$ cat config.mk
export PLATFORM = sky130hd
export DESIGN_NAME = dmem_rmw_ctrl
export DESIGN_NICKNAME = d
export VERILOG_FILES = /design/src/rtl/dmem_rmw_ctrl.sv
export SDC_FILE = /design/constraint.sdc
export NUM_CORES = 1
export LEC_CHECK = 0
export CAP_MARGIN = 25
export CORE_MARGIN = 2
export CORE_UTILIZATION = 42
export DETAILED_ROUTE_END_ITERATION = 7
export GPL_ROUTABILITY_DRIVEN = 0
export PLACE_DENSITY = 0.92
export SLEW_MARGIN = 10
export SYNTH_ARGS = -nofsm -noshare
export SYNTH_HDL_FRONTEND = slang
export SYNTH_SLANG_ARGS = --single-unit
$ cat constraint.sdc
create_clock -name clk -period 4 [get_ports clk]
set_input_delay 0.6 -clock clk [delete_from_list [all_inputs] [get_ports clk]]
set_output_delay 0.6 -clock clk [all_outputs]
set_load 0.1 [all_outputs]
$ cat src/rtl/dmem_rmw_ctrl.sv
// dmem_rmw_ctrl: data-memory controller adding sub-word loads and read-modify-write stores
module dmem_rmw_ctrl #(
  parameter int ADDR_W     = 6,
  parameter bit BIG_ENDIAN = 1'b1
) (
  input  logic              clk,
  input  logic              reset,
  input  logic              req_valid,
  input  logic              req_we,
  input  logic [1:0]        req_size,
  input  logic              req_unsigned,
  input  logic [31:0]       req_addr,
  input  logic [31:0]       req_wdata,
  output logic              stall,
  output logic [31:0]       rdata,
  output logic              rdata_valid,
  output logic              misalign,
  output logic [ADDR_W-1:0] mem_addr,
  output logic              mem_we,
  output logic [31:0]       mem_wdata,
  input  logic [31:0]       mem_rdata
);
  typedef enum logic [1:0] {IDLE, MERGE, LRESP} state_t;
  state_t state_q, state_d;
  logic [1:0] off_q, off_d, size_q, size_d;
  logic uns_q, uns_d, rdata_valid_q, rdata_valid_d, misalign_q, misalign_d;
  logic [31:0] wdata_q, wdata_d, rdata_q, rdata_d;
  logic bad, go, word_st;
  logic [4:0] sh;
  logic [15:0] lane;
  logic [31:0] mask, ext;
  logic unused_addr;
  always_comb begin
    bad = req_size == 2'b11 || (req_size == 2'b01 && req_addr[0]) || (req_size == 2'b10 && req_addr[1:0] != 2'b00);
    go = state_q == IDLE && req_valid && !bad;
    word_st = go && req_we && req_size == 2'b10;
    // bit position of the addressed lane; word accesses are always at 0
    sh = size_q == 2'b10 ? 5'd0 : BIG_ENDIAN ? {(size_q == 2'b00 ? 2'd3 : 2'd2) - off_q, 3'b000} : {off_q, 3'b000};
    mask = (size_q == 2'b00 ? 32'h0000_00ff : 32'h0000_ffff) << sh;
    lane = 16'(mem_rdata >> sh);
    ext = size_q == 2'b00 ? {{24{lane[7] & ~uns_q}}, lane[7:0]} : size_q == 2'b01 ? {{16{lane[15] & ~uns_q}}, lane} : mem_rdata;
    stall = go && !word_st;
    mem_we = reset && (word_st || state_q == MERGE);
    mem_wdata = state_q == MERGE ? (mem_rdata & ~mask) | ((wdata_q << sh) & mask) : word_st ? req_wdata : 32'h0;
    state_d = go ? (req_we ? (word_st ? IDLE : MERGE) : LRESP) : IDLE;
    off_d = go ? req_addr[1:0] : off_q;
    size_d = go ? req_size : size_q;
    uns_d = go ? req_unsigned : uns_q;
    wdata_d = go ? req_wdata : wdata_q;
    rdata_valid_d = state_q == LRESP;
    rdata_d = state_q == LRESP ? ext : rdata_q;
    misalign_d = state_q == IDLE && req_valid && bad;
  end
  always_ff @(posedge clk or negedge reset)
    if (!reset) begin
      state_q <= IDLE;
      off_q <= 2'b00;
      size_q <= 2'b00;
      uns_q <= 1'b0;
      wdata_q <= 32'h0;
      rdata_q <= 32'h0;
      rdata_valid_q <= 1'b0;
      misalign_q <= 1'b0;
    end else begin
      state_q <= state_d;
      off_q <= off_d;
      size_q <= size_d;
      uns_q <= uns_d;
      wdata_q <= wdata_d;
      rdata_q <= rdata_d;
      rdata_valid_q <= rdata_valid_d;
      misalign_q <= misalign_d;
    end
  assign mem_addr = req_addr[ADDR_W+1:2];
  assign rdata = rdata_q;
  assign rdata_valid = rdata_valid_q;
  assign misalign = misalign_q;
  assign unused_addr = ^req_addr[31:ADDR_W+2];
endmodule

==> qor.txt <==
Status: completed
Post-DR vias/cell: 6.24
Remaining global-route overflow: 0
Clk_skew: 10.1 ps
Worst r2r src: size_q[1]
Synth Register Bits: 57
Htree depth: 3
Tcrit/Tclk final: 92.2%
Worst Path Max Fanout: 22
Startpoint Class: register
Largest family of logic cells by synthesized area: compound AO/OA/AOI/OAI gates
First-pass GRT wire length: 23300 um
Final hold vios: 0
I/O pins: 177
Drt pass-1 iters: 5
WHS Path Cells: 2
Slew headroom: 29.1%
Area Overhead vs Synth: 57.6%
# hold bufs at CTS: 0
Period minus WS final: 3690 ps
Overall Global Routing Usage: 29.7%
Std cell rows: 35
Layout cells sized above 1: 21.1%
Avg Cell Area, Syn: 8.37 um2
Hold crit path type: register to register
Seq/Total Area, Yosys: 36.2%
Initial antenna violation count: 0
Slowest stage cell, crit path: a21boi_1
Critical path depth in cells: 7
Fin area: 6200 um2
Kind of critical path: register to output pin
Post-synthesis net count: 574
Vias after detailed routing: 4367
Initial Util: 43.0%
Avg WL per Cell: 20.6 um
TritonCTS buffer count: 9
Kind of end point of the critical path: output pin
Largest net degree at the start of global routing: 58
TNS Setup: 0 ps
CTS max path bufs: 2
Post-DP HPWL: 10600 um
Worst R2R Setup Slack: 1240 ps
Die Wd: 101 um
FF-to-FF End: rdata[29]
Hold Path End: rdata[5]
CTS Root Cell: clkbuf_8
Reg2Reg Depth: 7
Die area: 10200 um2
Final Max Slew Viols: 0
XOR/XNOR Fraction of Synth Area: 0.636%
Fillers: 649
Worst Path Buf+Inv: 1
Core area: 9150 um2
Clk slew on worst S/H paths: 70 ps
Die H: 101 um
Pwr Density: 687 nW/um2
Yosys cell types: 50
Critical Path AT: 3090 ps
Worst-skew pair later-pin latency: 350 ps
Setup Fix Bufs, Post-CTS: 0
Non-Filler Instances: 700
Port Buffers: 140
Simple-gate portion of the synthesized area: 20.6%
Synth area leaders: dfrtp_1 36%, mux2i_1 6.6%, nand2_1 6.1%
Endpoints failing setup: 0
Multiplexer area fraction after synthesis: 12.3%
CTS tree: built
MaxCap Viol Count: 0
Compound-Gate Fraction of Synth Area: 23.0%
Dominant cell type by area after synthesis: dfrtp_1
Final net count: 689
Fin Hold WS: 484 ps
Top-count cell post-synth: nand2_1
Sink Count: 57
Vias in the first global route: 4407
Warnings from Yosys: 0
DP Area: 5990 um2
Routed WL: 14400 um
Cell family with most CP delay: compound AO/OA/AOI/OAI gates
Max stage delay on crit path: 850 ps
Cell leakage power: 2.49 nW
CP cell instances: or2_4 > ha_4 > or3b_1 > a21boi_1 > nor2_1 > o31ai_4 > buf_12
Fmax: 271 MHz
Antenna diodes: 0
Post-synth ARST share: 100%
Number of synthesized flops with an enable pin: 0
Initial drt markers: 504
Top-area cell type share of the netlist area: 36.2%
CP Data Required Time: 3400 ps
Cells after Synth: 470
Worst VDD drop: 0.310 mV
Post-CTS sizing: 0
Adder-Cell Fraction of Synth Area: 0.318%
HP Start: rdata[5]
Unrepaired setup endpoints after global routing: false
Worst slew pin tran: 1060 ps
DR DRC count: 0
Mapped Area: 3940 um2
Antenna Nets Post-Route: 0
Top_reg_cell synth: dfrtp_1
Placed Cells: 685
Synth top cells by count: 64 x nand2_1, 57 x dfrtp_1, 54 x nor2_1, 30 x o21ai_0, 26 x mux2i_1
-- worst register-to-register path: cells and delay by family (launching register included) --
kind / cells / cell delay (ps)
AO/OA/AOI/OAI: 3 / 1020
adder cells (fa/ha/maj): 1 / 400
buffers and inverters: 1 / 370
flip-flops: 1 / 380
AND/OR/NAND/NOR: 2 / 430
-- metal layers --
layer	vias to the layer above	track usage (%)	wire length [um]
li1	1950	-	-
met1	2060	38.3	5480
met2	282	47.0	6840
met3	75	8.60	1480
met4	0	11.9	645
met5	-	0	0
-- cells in the final DEF (no fill, tap or decap), types with 10 or more instances in the layout --
cell type and count:
mux2i_1 26, o21ai_2 13, and3_1 19, buf_4 12
clkbuf_8 13, nand3_1 14, inv_1 10, nand2_1 64
a31oi_1 10, dfrtp_1 57, clkdlybuf4s50_1 105, nor2_1 53
o31ai_4 16, buf_12 33, mux2_2 20, o21ai_0 17
a41oi_1 16
-- stage by stage --
step / total power, mW / util (%) / setup slack, ps
2_1_floorplan: 2.98 / - / 6.79
3_3_place_gp: 3.56 / 65.1 / 788
3_5_place_dp: 3.64 / 65.4 / 751
4_1_cts: 4.24 / 67.8 / 346
5_1_grt: 4.43 / 67.8 / 166
6_report: 4.26 / 67.8 / 314
-- sequential cells by signal, summed over array words and instances (netlist names) --
signal / cells
misalign: 1
rdata: 32
size_q: 2
wdata_q: 16
state_q: 2
uns_q: 1
rdata_valid: 1
off_q: 2
-- worst max-delay path by stage --
stage | from | to
finish | size_q[1] | mem_wdata[10]
global route | size_q[1] | mem_wdata[10]
CTS | size_q[1] | mem_wdata[10]
detailed placement | size_q[1] | mem_wdata[10]
global placement | size_q[1] | mem_wdata[11]
floorplan | size_q[1] | mem_wdata[23]
-- power breakdown --
part | total, mW | leakage [nW] | switching, mW | internal, mW
combinational | 2.79 | 1.72 | 1.99 | 0.799
clock | 0.595 | 0.112 | 0.244 | 0.351
sequential | 0.879 | 0.662 | 0.130 | 0.749
total | 4.26 | 2.49 | 2.36 | 1.90
-- logic make-up (layout without fill, tap and decap cells) --
logic type               Yosys count  in the layout
AND/OR/NAND/NOR                  179            179
AO/OA/AOI/OAI                    127            127
buffers and inverters             58            177
flip-flops                        57             57
multiplexers                      46             46
XOR/XNOR                           2              2
adder cells (fa/ha/maj)            1              1
-- final cells by class --
| class | instances | area [um2] | area share (%) |
|---|---|---|---|
| inverter | 10 | 37.5 | 0.605 |
| clock buffer | 13 | 179 | 2.89 |
| timing repair buffer | 152 | 1830 | 29.6 |
| sequential | 57 | 1430 | 23.0 |
| tap | 111 | 139 | 2.24 |
| multi-input combinational | 355 | 2550 | 41.1 |
| clock inverter | 2 | 35.0 | 0.565 |
(Power assumes the default switching activity.)
